File: src/rtl/mux_scan_n_pkg.sv
// Shared types and helpers for the N-to-1 scan multiplexer and its round-robin finder.
package mux_pkg;

   typedef enum logic {
      MODE_DIRECT = 1'b0,
      MODE_SCAN   = 1'b1
   } mode_e;

   typedef enum logic [0:0] {
      ST_DIRECT = 1'b0,
      ST_SCAN   = 1'b1
   } state_e;

   // Bits needed to index v items; never less than 1 so a 1-entry range still has a port.
   function automatic int clog2(input int v);
      int r;
      r = 0;
      while ((1 << r) < v) r++;
      return (r < 1) ? 1 : r;
   endfunction

endpackage

File: src/rtl/mux_scan_n_if.sv
// Channel bus between the multi-channel sources/controller and the scan multiplexer.
interface mux_scan_n_if #(
   parameter int N = 8,
   parameter int W = 1
);
   localparam int SW = mux_pkg::clog2(N);

   logic [N*W-1:0] in_bus;
   logic [SW-1:0]  sel;
   logic           mode;
   logic           en;
   logic [N-1:0]   mask;
   logic [W-1:0]   out;
   logic [SW-1:0]  out_sel;
   logic           out_valid;

   // No back-pressure: out/out_sel are qualified by out_valid and held while en=0;
   // out_valid=0 marks an illegal select or a masked/empty scan slot (out is then 0 or stale channel data).
   modport master (
      output in_bus, sel, mode, en, mask,
      input  out, out_sel, out_valid
   );

   modport slave (
      input  in_bus, sel, mode, en, mask,
      output out, out_sel, out_valid
   );
endinterface

File: src/rtl/mux_scan_n_rr_next.sv
// Combinational circular search for the next unmasked index after ptr (wraps N-1 -> 0).
module rr_next #(
   parameter int N  = 8,
   parameter int SW = mux_pkg::clog2(N)
) (
   input  logic [SW-1:0] ptr,
   input  logic [N-1:0]  mask,
   output logic [SW-1:0] next,
   output logic          any_unmasked
);

   int            j;
   logic [SW-1:0] idx;
   logic          found;

   // Offset N revisits ptr itself, so a lone unmasked channel keeps the pointer.
   always_comb begin
      next  = ptr;
      found = 1'b0;
      j     = 0;
      idx   = '0;
      for (int i = 1; i <= N; i++) begin
         j = int'(ptr) + i;
         if (j >= N) j = j - N;
         idx = SW'(j);
         if (!found && !mask[idx]) begin
            next  = idx;
            found = 1'b1;
         end
      end
      any_unmasked = found;
   end

endmodule

File: src/rtl/mux_scan_n.sv
// Registered N-to-1 multiplexer: direct select, or automatic scan of unmasked channels with a fixed dwell.
module mux_scan_n
   import mux_pkg::*;
#(
   parameter int N     = 8,
   parameter int W     = 1,
   parameter int DWELL = 1
) (
   input  logic         clk,
   input  logic         rst_n,
   mux_scan_n_if.slave  bus,
   output state_e       dbg_state
);

   localparam int SW = clog2(N);
   localparam int CW = clog2(DWELL);
   localparam logic [CW-1:0] CNT_LAST = CW'(DWELL - 1);

   localparam logic [0:0] S_DIRECT = 1'b0;
   localparam logic [0:0] S_SCAN   = 1'b1;

   logic [0:0]    state_q, state_d;
   logic [SW-1:0] ptr_q, ptr_d;
   logic [CW-1:0] cnt_q, cnt_d;
   logic [W-1:0]  out_q, out_d;
   logic [SW-1:0] out_sel_q, out_sel_d;
   logic          out_valid_q, out_valid_d;

   logic [SW-1:0] next_ptr;
   logic          any_unmasked;
   logic          sel_ok;
   logic          scan_req;

   function automatic logic [W-1:0] pick(input logic [N*W-1:0] bus_v, input logic [SW-1:0] idx);
      logic [W-1:0] r;
      r = '0;
      for (int k = 0; k < N; k++) begin
         if (idx == SW'(k)) r = bus_v[k*W +: W];
      end
      return r;
   endfunction

   // Only a non-power-of-two N has select codes that do not name a channel.
   if (N == (1 << SW)) begin : g_sel_full
      assign sel_ok = 1'b1;
   end else begin : g_sel_part
      assign sel_ok = (bus.sel < SW'(N));
   end

   assign scan_req = (mode_e'(bus.mode) == MODE_SCAN);

   rr_next #(.N(N), .SW(SW)) u_rr_next (
      .ptr          (ptr_q),
      .mask         (bus.mask),
      .next         (next_ptr),
      .any_unmasked (any_unmasked)
   );

   always_comb begin
      state_d     = state_q;
      ptr_d       = ptr_q;
      cnt_d       = cnt_q;
      out_d       = out_q;
      out_sel_d   = out_sel_q;
      out_valid_d = out_valid_q;
      if (bus.en) begin
         if (state_q == S_DIRECT) begin
            out_d       = sel_ok ? pick(bus.in_bus, bus.sel) : '0;
            out_sel_d   = bus.sel;
            out_valid_d = sel_ok;
            ptr_d       = sel_ok ? bus.sel : '0;
            cnt_d       = '0;
            if (scan_req) state_d = S_SCAN;
         end else begin
            out_d       = any_unmasked ? pick(bus.in_bus, ptr_q) : '0;
            out_sel_d   = ptr_q;
            out_valid_d = ~bus.mask[ptr_q];
            // Leaving scan overrides a coincident dwell expiry: the pointer reloads from sel.
            if (!scan_req) begin
               state_d = S_DIRECT;
               ptr_d   = sel_ok ? bus.sel : '0;
               cnt_d   = '0;
            end else if (bus.mask[ptr_q] || (cnt_q == CNT_LAST)) begin
               ptr_d = next_ptr;
               cnt_d = '0;
            end else begin
               cnt_d = cnt_q + 1'b1;
            end
         end
      end
   end

   always_ff @(posedge clk or negedge rst_n) begin
      if (!rst_n) begin
         state_q     <= S_DIRECT;
         ptr_q       <= '0;
         cnt_q       <= '0;
         out_q       <= '0;
         out_sel_q   <= '0;
         out_valid_q <= 1'b0;
      end else begin
         state_q     <= state_d;
         ptr_q       <= ptr_d;
         cnt_q       <= cnt_d;
         out_q       <= out_d;
         out_sel_q   <= out_sel_d;
         out_valid_q <= out_valid_d;
      end
   end

   assign bus.out       = out_q;
   assign bus.out_sel   = out_sel_q;
   assign bus.out_valid = out_valid_q;
   assign dbg_state     = state_e'(state_q);

endmodule

File: src/flat_wrapper.sv
// flat-port wrapper written by rule: the top's interface ports become plain ports
module mux_scan_n_flat import mux_pkg::*;
#(
   parameter int N     = 8,
   parameter int W     = 1,
   parameter int DWELL = 1
)
  (clk, rst_n, dbg_state, bus_in_bus, bus_sel, bus_mode, bus_en, bus_mask, bus_out, bus_out_sel, bus_out_valid);
  mux_scan_n_if #(.N(N), .W(W)) bus_i ();
  input  logic clk;
  input  logic rst_n;
  output state_e dbg_state;
  input wire logic [$bits(bus_i.in_bus)-1:0] bus_in_bus;
  input wire logic [$bits(bus_i.sel)-1:0] bus_sel;
  input wire logic [$bits(bus_i.mode)-1:0] bus_mode;
  input wire logic [$bits(bus_i.en)-1:0] bus_en;
  input wire logic [$bits(bus_i.mask)-1:0] bus_mask;
  output wire logic [$bits(bus_i.out)-1:0] bus_out;
  output wire logic [$bits(bus_i.out_sel)-1:0] bus_out_sel;
  output wire logic [$bits(bus_i.out_valid)-1:0] bus_out_valid;
  assign bus_i.in_bus = bus_in_bus;
  assign bus_i.sel = bus_sel;
  assign bus_i.mode = bus_mode;
  assign bus_i.en = bus_en;
  assign bus_i.mask = bus_mask;
  assign bus_out = bus_i.out;
  assign bus_out_sel = bus_i.out_sel;
  assign bus_out_valid = bus_i.out_valid;
  mux_scan_n #(.N(N), .W(W), .DWELL(DWELL)) u_core (.clk(clk), .rst_n(rst_n), .bus(bus_i), .dbg_state(dbg_state));
endmodule
File: config.mk
export PLATFORM = sky130hd
export DESIGN_NAME = mux_scan_n_flat
export DESIGN_NICKNAME = d
export VERILOG_FILES = /design/src/rtl/mux_scan_n_pkg.sv /design/src/rtl/mux_scan_n_if.sv /design/src/rtl/mux_scan_n_rr_next.sv /design/src/rtl/mux_scan_n.sv /design/src/flat_wrapper.sv
export SDC_FILE = /design/constraint.sdc
export NUM_CORES = 1
export LEC_CHECK = 0
export BUFFER_PORTS_ARGS = -buffer_cell sky130_fd_sc_hd__buf_4
export CAP_MARGIN = 10
export CORE_UTILIZATION = 35
export CTS_CLUSTER_SIZE = 10
export DETAILED_ROUTE_END_ITERATION = 8
export GPL_ROUTABILITY_DRIVEN = 0
export MAX_ROUTING_LAYER = met4
export PLACE_DENSITY = 0.56
export SETUP_SLACK_MARGIN = 0.05
export SYNTH_ARGS = -nofsm -noshare
export SYNTH_HDL_FRONTEND = slang
export SYNTH_HIERARCHICAL = 1
export SYNTH_SLANG_ARGS = --single-unit
File: constraint.sdc
create_clock -name clk -period 3.9 [get_ports clk]
set_clock_uncertainty 0.15 [all_clocks]
set_input_delay 0.195 -clock clk [delete_from_list [all_inputs] [get_ports clk]]
set_output_delay 0.195 -clock clk [all_outputs]
set_load 0.05 [all_outputs]
=== Yosys cells after proc, flatten, opt, wreduce, memory -nomap -nowiden ===
Cells that the tools add are included.
Widths: inputs -> output; s select.

* $add $sub $neg: 17
* Order comparisons: 17
* Eq/ne operators: 16
* Multiplexer cells: 69
* Bitwise gates (word level): 2
* Reductions and logical operators: 24

{| class="wikitable"
|+ Operators by type and width
! cell !! count
|-
| $mux 3 || 20
|-
| $mux 1 || 40
|-
| $lt 3x4->1 const B || 9
|-
| $ge 4x4->1 const B || 7
|-
| $bmux 1 s3 || 9
|-
| $eq 3x3->1 const B || 8
|-
| $sub 3x1->3 const B || 8
|-
| $add 3x3->4 const B || 4
|-
| $logic_not 1->1 || 13
|-
| $eq 3x2->1 const B || 4
|-
| $ne 10x10->1 const B || 1
|-
| $add 3x2->4 const B || 2
|-
| $logic_and 1x1->1 || 7
|-
| $eq 3x1->1 const B || 2
|-
| $logic_not 3->1 || 2
|-
| $add 3x4->5 const B || 1
|-
| $ge 5x4->1 const B || 1
|-
| $add 3x1->4 const B || 1
|-
| $ne 3x3->1 const B || 1
|-
| $reduce_and 3->1 || 1
|-
| $not 1->1 || 2
|-
| $add 1x1->1 const B || 1
|-
| $logic_or 1x1->1 || 1
|}

* Flip-flop bits (word level): 10
* Output and inout port bits: 6

=== Longest topological paths before layout ===
Gate-level depths: netlist of the first run.

* Depth in word-level cells: 29
* Gate-level depth with buffers: 13
* Gate-level depth less buffers: 10

=== By module ===
The synthesis of the first run kept the hierarchy.

{| class="wikitable"
|+ By module, submodules not included
! module !! times used !! cells each !! area each (sq um) !! sequential area each (sq um)
|-
| rr_next || 1 || 110 || 912.1 || 0.0
|-
| mux_scan_n || 1 || 47 || 651.9 || 250.2
|}

=== Worst setup path after synthesis of the first run ===
No wires, ideal clock.

* Path type: register to register
* Start point: register u_core.ptr_q[0]
* End point: register u_core.ptr_q[2]
* Data arrival time: 3.081 ns
* Setup slack: 0.543 ns
* Cell stages (with the launch flop): 14
* Path buffers: 3
* Cell sequence: dfrtp_1 buf_6 buf_2 inv_1 ha_1 buf_4 mux2_2 o311ai_0 nor3_1 o21bai_4 o41ai_1 o21ai_0 mux2_2 mux2_4

* Word-level cells in the longest chain between the ends: 29

{| class="wikitable"
|+ Ends and longest elaborated chain
! what !! line !! source
|-
| start, declared || mux_scan_n.sv:23 || <nowiki>logic [SW-1:0] ptr_q, ptr_d;</nowiki>
|-
| start signal, assigned || mux_scan_n.sv:103 || <nowiki>ptr_q <= ptr_d;</nowiki>
|-
| $add 3x2->4 || mux_scan_n_rr_next.sv:23 || <nowiki>j = int'(ptr) + i;</nowiki>
|-
| $ge 4x4->1 or $sub 3x1->3 (tied branches) || mux_scan_n_rr_next.sv:24 || <nowiki>if (j >= N) j = j - N;</nowiki>
|-
| $mux 3 || mux_scan_n_rr_next.sv:24 ||
|-
| $bmux 1 s3 || mux_scan_n_rr_next.sv:26 || <nowiki>if (!found && !mask[idx]) begin</nowiki>
|-
| $mux 1 (not written as such) || mux_scan_n_rr_next.sv:26 ||
|-
| $logic_not 1->1 || mux_scan_n_rr_next.sv:26 ||
|-
| $logic_and 1x1->1 || mux_scan_n_rr_next.sv:26 ||
|-
| $mux 1 || mux_scan_n_rr_next.sv:26 ||
|-
| (+14 left out) || n/a ||
|-
| $mux 1 || mux_scan_n_rr_next.sv:26 ||
|-
| $logic_not 1->1 || mux_scan_n_rr_next.sv:26 ||
|-
| $logic_and 1x1->1 || mux_scan_n_rr_next.sv:26 ||
|-
| $mux 3 * || mux_scan_n_rr_next.sv:26 ||
|-
| via u_core.next_ptr[2] || mux_scan_n.sv:29 || <nowiki>logic [SW-1:0] next_ptr;</nowiki>
|-
| $mux 3 * || mux_scan_n.sv:83 || <nowiki>end else if (bus.mask[ptr_q] || (cnt_q == CNT_LAST)) begin</nowiki>
|-
| $mux 3 * || mux_scan_n.sv:79 || <nowiki>if (!scan_req) begin</nowiki>
|-
| $mux 3 * || mux_scan_n.sv:67 || <nowiki>if (state_q == S_DIRECT) begin</nowiki>
|}

The timed path passes the listed nets; every way through them passes the cells marked *. The select of a mux whose other input is x is not followed.
A chain may end at the register's enable or synchronous reset.

=== Final worst setup path of the first run ===
* Start point: register u_core.ptr_q[1]
* End point: register u_core.ptr_q[2]

The elaborated chain is that of the path after synthesis.

==> summary.txt, run 1 <==
Run status
  • Outcome: finished clean

Detailed routing
  • Via count: 1434
  • TritonRoute pass-1 iters: 4
  • Routed wire length: 4.05 mm
  • Antenna Nets Post-Route: 0
  • DR WL/cell: between 15 and 20 um
  • Vias/cell: approximately 6.2
  • Residual DRC: 0
  • 1st-iter DRT viols: between 90 and 100

Clock tree
  • Clk root buf: clkbuf_8
  • Clock Latency Late Sink: roughly 0.23 ns
  • CTS Hold Bufs: 1
  • CTS tree: done
  • Max H-tree Level: 1
  • CTS max path bufs: 2
  • Post-CTS setup buffer count: 0
  • Clock transition at the registers of the reported paths: 0.04 ns
  • CTS-repair resized insts: 0
  • Num CTS Buffers: 3
  • Clk sinks: 10

Cells and area
  • Share of cells above drive strength 1: 0.357
  • # diodes: 0
  • Area growth, synth to finish: 18.1%
  • NumNets Final: between 200 and 250
  • Fillers: 405

Worst hold path
  • Worst hold path class: in -> reg
  • Hold depth: 2
  • Min-delay src: bus_mode
  • Hold endpoint: u_core/dbg_state

Worst setup path
  • FF-to-FF End: u_core/ptr_q[2]
  • CP Capture Type: register
  • Data arrival, critical path: 3.27 ns
  • Reg2reg start: u_core/ptr_q[1]
  • Worst path required time: just under 4 ns
  • Biggest fanout along the worst timing path: 13
  • R2R cell count: 10
  • R2R Setup Slk: between 0.5 and 0.6 ns
  • CP startpoint kind: register
  • Setup CP Type: reg -> reg

Synth
  • Syn nets: roughly 180
  • Synth Warn #: 6
  • Compound-Gate Fraction of Synth Area: 0.186
  • Ys async rst share: 1.00
  • Post-synthesis mux area share: 0.419
  • Yosys cell types: between 40 and 50
  • Register area share after synthesis: 0.160
  • Main synth FF type: dfrtp_1
  • Mapped Area: roughly 1600 um2
  • Synthesized instance count: 157
  • Synth Area in Simple Gates: 0.134
  • Syn avg cell area: roughly 10 um2
  • EDFF count, synth: 0
  • Largest family of logic cells by synthesized area: multiplexers
  • FF+latch count, synth: 10
  • Adder-cell share of the synthesized area: 0.0160
  • Post-Synth XOR/XNOR Area: 0.0272

Die
  • Die width: roughly 69 um
  • Die area: around 4700 um2
  • IO Count: 29
  • Die H: 68.8 um
  • Rows: 23
  • Placeable Area: ~4100 um2
  • Initial Util: 0.377

Timing
  • Setup TNS Final: 0 ns
  • RSZ-0062 raised after global routing: false
  • Slew Limit Fails: 0
  • Tmin final: approximately 3.3 ns
  • Fin. Hold Viols: 0
  • Max Freq: ~0.30 GHz
  • Max_slew headroom: 0.513
  • Final WS setup: 0.596 ns
  • Worst-Margin Slew: roughly 0.73 ns
  • Final Cycle Share: 0.847
  • # setup viols final: 0

Global route
  • Global Route Usage Sum: 0.193
  • Initial antenna violation count: 0
  • Gr ovfl total: 0
  • Largest net degree at the start of global routing: 24
  • Vias in the first global route: approximately 1400
  • First-pass GRT wire length: 6.48 mm

Placement
  • I/O Buffers: 28
  • Pre-CTS WS: between 0.6 and 0.7 ns
  • DP Wirelength: around 3.2 mm

Flow run
  • Max Cap Viol: 0

Power
  • Pwr dens: slightly below 1000 nW/um2
  • Pleak: between 0.7 and 0.8 nW
  • IR drop worst, VDD: about 0.38 mV
==> worst max path at each step <==
| stage | from | slack [ns] | end | cells past startpoint |
|---|---|---|---|---|
| floorplan | u_core/ptr_q[0] | 0.54 | u_core/ptr_q[2] | 13 |
| global placement | u_core/ptr_q[1] | 0.74 | u_core/ptr_q[0] | 10 |
| detailed placement | u_core/ptr_q[1] | 0.67 | u_core/ptr_q[2] | 10 |
| CTS | u_core/ptr_q[1] | 0.64 | u_core/ptr_q[2] | 10 |
| global route | u_core/ptr_q[1] | 0.37 | u_core/ptr_q[2] | 10 |
| finish | u_core/ptr_q[1] | 0.60 | u_core/ptr_q[2] | 10 |
==> power by group <==
group / switching, mW / internal, mW / leakage, nW
Sequential: 0.0403 / 0.137 / 0.116
Clock: 0.0362 / 0.0672 / 0.0216
Combinational: 0.839 / 0.692 / 0.620
==> kinds of logic (layout without fill, tap and decap cells) <==
kind of cell,Yosys count,after routing
flops,10,10
simple gates,41,41
buf+inv,17,42
mux,43,43
fa+ha+maj,2,2
xor+xnor,4,4
compound gates,40,40
==> worst max-delay path: stages, from the launching register on <==
cell and delay (ns):
dfrtp_1 0.36, inv_1 0.11, ha_1 0.58, mux4_2 0.35, mux2i_1 0.14, or2_1 0.29, o21bai_4 0.20, o41ai_1 0.35
o21ai_0 0.12, mux2_2 0.27, mux2_4 0.25
==> metrics by stage <==
step	instances	area, um2	total power, mW	util	hold WS [ns]
floorplan	157	1560	1.41	-	-0.251
global placement	228	1800	1.67	0.433	-0.120
detailed placement	228	1800	1.68	0.433	-0.119
CTS	232	1850	1.79	0.446	0.0664
global route	232	1850	1.94	0.446	0.0697
finish	232	1850	1.81	0.446	0.0705
==> Yosys cell counts, drive strengths merged, types with 2 or more instances <==
cell type	count	area (um2)
a21oi	5	25.0
dfrtp	10	250
mux4	14	330
a31oi	4	25.0
buf	7	52.5
o221ai	2	17.5
mux2	16	195
or3	2	12.5
inv	7	26.3
nand3	4	20.0
o311ai	3	26.3
mux2i	13	130
o211ai	2	15.0
o221a	2	22.5
xnor2	3	33.8
nor3	6	35.0
nor2	9	33.8
o21a	3	30.0
nand2	8	30.0
nand2b	5	31.3
o22ai	4	25.0
nor2b	3	18.8
clkbuf	3	11.3
ha	2	25.0
o21ai	9	45.0
==> layer usage <==
layer,global-route usage,share of wire,vias to the layer above
met4,0.107,0.023,0
met3,0.0164,0.049,9
met1,0.204,0.40,692
met2,0.352,0.53,59
li1,-,-,674
met5,-,0,-
==> cell usage in the layout (no fill, tap or decap), types with 2 or more instances in the layout <==
cell,instances
buf_4,31
mux2i_1,13
mux2_2,12
mux4_2,10
dfrtp_1,10
nor2_1,9
o21ai_0,9
nand2_1,8
inv_1,7
a21oi_1,5
nand2b_1,5
nor3_1,5
mux4_1,4
a31oi_1,4
nand3_1,4
mux2_4,4
o22ai_1,4
clkbuf_8,3
nor2b_1,3
o311ai_0,3
o221ai_1,2
o211ai_1,2
xnor2_1,2
or3_1,2
o21a_1,2
ha_1,2
==> cell type report <==
| type | instances | area (um2) | area share |
|---|---|---|---|
| multi-input cells | 130 | 1220 | 0.663 |
| flip-flops and latches | 10 | 250 | 0.136 |
| repair buffers | 32 | 243 | 0.131 |
| well taps | 50 | 62.6 | 0.0339 |
| clock buffers | 3 | 41.3 | 0.0224 |
| inverters | 7 | 26.3 | 0.0142 |
==> flip-flops by register name, indices dropped and copies added, names as in the netlist <==
name / cells
u_core/bus.out: 1
u_core/bus.out_valid: 1
u_core/ptr_q: 3
u_core/dbg_state: 1
u_core/bus.out_sel: 3
u_core/cnt_q: 1
Power figures use the tool's default switching activity.
==> run 2: changes to the inputs <==
--- a/config.mk
+++ b/config.mk
@@ -5,6 +5,7 @@
 export SDC_FILE = /design/constraint.sdc
 export NUM_CORES = 1
 export LEC_CHECK = 0
+export ABC_AREA = 1
 export BUFFER_PORTS_ARGS = -buffer_cell sky130_fd_sc_hd__buf_4
 export CAP_MARGIN = 10
 export CORE_UTILIZATION = 35
==> constraint.sdc (replaced) <==
create_clock -name clk -period 3.2 [get_ports clk]
set_clock_uncertainty 0.15 [all_clocks]
set_input_delay 0.16 -clock clk [delete_from_list [all_inputs] [get_ports clk]]
set_output_delay 0.16 -clock clk [all_outputs]
set_load 0.05 [all_outputs]
==> run 2 against run 1 <==
  * Total power down 42%
  * Worst setup slack got worse by 0.025 ns
  * First-iteration DRC count grew 3.3%
  * Global-route usage grew 0.23 points
  * Critical path depth is 6 higher
  * Maximum frequency rose by 26%
  * Sequential cell count unchanged
  * Sequential share of layout area increased by 0.13 points
  * Sequential power is 5% lower
  * Via count is 17% higher
  * Combinational power is 51% lower
  * Die area is 1.9% lower
  * Critical path type unchanged
  * Largest cell class unchanged
==> summary.txt, run 2 <==
Run status
  • Outcome: finished clean

Power
  • Switch share: 0.540
  • Sequential power share: 0.160
  • Clock share of power: 0.124
  • Total power: around 1.1 mW
  • Pwr dens: approximately 580 nW/um2
  • Pleak: just under 1 nW
  • Comb power frac: 0.717
  • Int Pwr: roughly 0.5 mW
  • IR drop worst, VDD: roughly 0.28 mV
  • Psw: between 0.5 and 0.6 mW

Timing
  • Max_slew headroom: 0.700
  • Fin. Hold Viols: 0
  • Tmin final: 2.63 ns
  • RSZ-0062 raised after global routing: false
  • Worst-Margin Slew: approximately 0.45 ns
  • # setup viols final: 0
  • Setup TNS Final: 0 ns
  • Final Cycle Share: 0.822
  • Slew Limit Fails: 0
  • Max Freq: ~0.38 GHz

Clock tree
  • Clock Latency Late Sink: 0.23 ns
  • Clk sinks: 10
  • Num CTS Buffers: 3
  • Clock transition at the registers of the reported paths: about 0.050 ns
  • CTS max path bufs: 2
  • Max H-tree Level: 1
  • CTS tree: done
  • CTS-repair resized insts: 0
  • Clk root buf: clkbuf_8

Synth
  • Mapped Area: about 1500 um2
  • Syn avg cell area: ~6.0 um2
  • Largest cells by area after synthesis: nand2_1, dfrtp_1, nand3_1, inv_1, nand2_4
  • Synth Warn #: 6
  • Main synth FF type: dfrtp_1
  • Register area share after synthesis: 0.163
  • Syn nets: between 200 and 300
  • FF+latch count, synth: 10
  • Most frequent cell after synthesis: nand2_1
  • Synthesized instance count: approximately 260
  • Ys async rst share: 1.00
  • Leading area contributor after synthesis: nand2_1
  • Top cells by count, synth: nand2_1, nand3_1, inv_1
  • Yosys cell types: 35
  • EDFF count, synth: 0
  • Top cell type's share of synthesized area: 0.225

Cells and area
  • Area growth, synth to finish: 19.2%
  • Reg area: between 200 and 300 um2
  • Commonest non-fill, non-tap cells in the layout: nand2_1, nand3_1, buf_4
  • Fillers: about 470
  • Most common cell after layout, fill and taps aside: nand2_1
  • Share of cells above drive strength 1: 0.236
  • NumNets Final: a little over 300
  • # diodes: 0
  • Area occupied by multi-input gates: around 1100 um2

Worst setup path
  • Worst path required time: around 3.2 ns
  • CP peak stage delay: 0.45 ns
  • CP Cell Sequence: inv_6, ha_1, inv_1, nand3_1, nand3_2, nand2_4, nand4_4, clkinv_2, nand3_2, o21ai_1, inv_1, a21oi_2, nor2_1, a21oi_1, nand3_1, nand2_1
  • Critical-path top delay cell: ha_1
  • Worst path buffer plus inverter count: 4
  • CP delay by family, top: simple AND/OR/NAND/NOR gates
  • Setup CP Type: reg -> reg
  • Biggest fanout along the worst timing path: 9
  • CP Capture Type: register
  • Data arrival, critical path: ~2.7 ns
  • CP startpoint kind: register

Detailed routing
  • Residual DRC: 0
  • Via count: around 1700
  • Routed wire length: approximately 4.0 mm
  • 1st-iter DRT viols: 94
  • Top sig layer: met4
  • DR WL met2: approximately 1.9 mm
  • DR WL/cell: between 10 and 15 um
  • Met1 WL: between 1.5 and 2 mm
  • Met3 routed WL: 95 um
  • Vias/cell: 5.01
  • TritonRoute pass-1 iters: 4
  • Antenna Nets Post-Route: 0

Worst hold path
  • Worst hold path class: in -> reg

Die
  • Die H: 68.2 um
  • Initial Util: 0.373
  • Die width: approximately 70 um
  • IO Count: 29
  • Die area: 4650 um2
  • Rows: 23
  • Placeable Area: 4120 um2

Global route
  • Global Route Usage Sum: 0.196
  • Initial antenna violation count: 0
  • Gr ovfl total: 0
  • Largest net degree at the start of global routing: 23
  • Vias in the first global route: approximately 1500
  • First-pass GRT wire length: around 6.8 mm

Flow run
  • Max Cap Viol: 0

Placement
  • I/O Buffers: 28
  • DP Wirelength: roughly 3.2 mm
[run 2: kinds of logic (layout without fill, tap and decap cells)]
group,Yosys count,count (layout),share of synthesized area
xor+xnor,3,3,0.0343
flops,10,10,0.163
simple gates,181,181,0.577
buf+inv,38,67,0.122
fa+ha+maj,2,2,0.0163
compound gates,21,21,0.0881
[run 2: final timing paths]
check                                 from              end  slack, ns  cells after the start
setup / recovery           u_core/ptr_q[0]  u_core/ptr_q[2]       0.57                     16
hold / removal                      bus_en     u_core/cnt_q       0.05                      2
setup reg to reg           u_core/ptr_q[0]  u_core/ptr_q[2]       0.57                     16
hold reg to reg               u_core/cnt_q     u_core/cnt_q       0.32                      2
max in group asynchronous            rst_n  u_core/ptr_q[0]       2.61                      2
min in group asynchronous            rst_n  u_core/ptr_q[1]       0.14                      2
[run 2: cell type report]
type,instances,area share
Multi-Input combinational cell,207,0.600
Tap cell,50,0.0342
Clock buffer,3,0.0226
Timing Repair Buffer,33,0.138
Sequential cell,10,0.137
Inverter,31,0.0684
[run 2: power by group through the flow]
stage	Sequential [mW]	Combinational, mW	Clock, mW
3_5_place_dp	0.170	0.759	0
3_3_place_gp	0.171	0.763	0
5_1_grt	0.171	0.847	0.139
2_1_floorplan	0.204	0.572	0
4_1_cts	0.169	0.763	0.135
6_report	0.169	0.757	0.131
[run 2: what timing repair did]
item,in CTS,in global routing
setup endpoints to repair,0,0
buffers inserted,0,0
hold buffers,2,0
hold endpoints to repair,11,0
[run 2: worst reg2reg max path: cells and delay by family, from the launching register on]
kind                       cells  cell delay, ns
adders and majority gates      1            0.45
DFF                            1            0.41
and+or+nand+nor                8            0.81
buffers and inverters          4            0.36
AOI/OAI and AO/OA              3            0.40
[run 2: per-stage QoR]
| stage | util | std cells | area (um2) | setup slack [ns] | hold slack, ns |
|---|---|---|---|---|---|
| 2_1_floorplan | - | 255 | 1530 | 0.701 | -0.286 |
| 3_5_place_dp | 0.430 | 329 | 1770 | 0.590 | -0.152 |
| 6_report | 0.445 | 334 | 1830 | 0.571 | 0.0477 |
| 4_1_cts | 0.445 | 334 | 1830 | 0.571 | 0.0445 |
| 3_3_place_gp | 0.430 | 329 | 1770 | 0.583 | -0.152 |
| 5_1_grt | 0.445 | 334 | 1830 | 0.183 | 0.0653 |
[run 2: layer usage]
| layer | vias to the layer above | track usage |
|---|---|---|
| li1 | 883 | - |
| met1 | 761 | 0.245 |
| met2 | 27 | 0.330 |
| met3 | 4 | 0.0167 |
| met4 | 0 | 0.0625 |
| met5 | - | - |
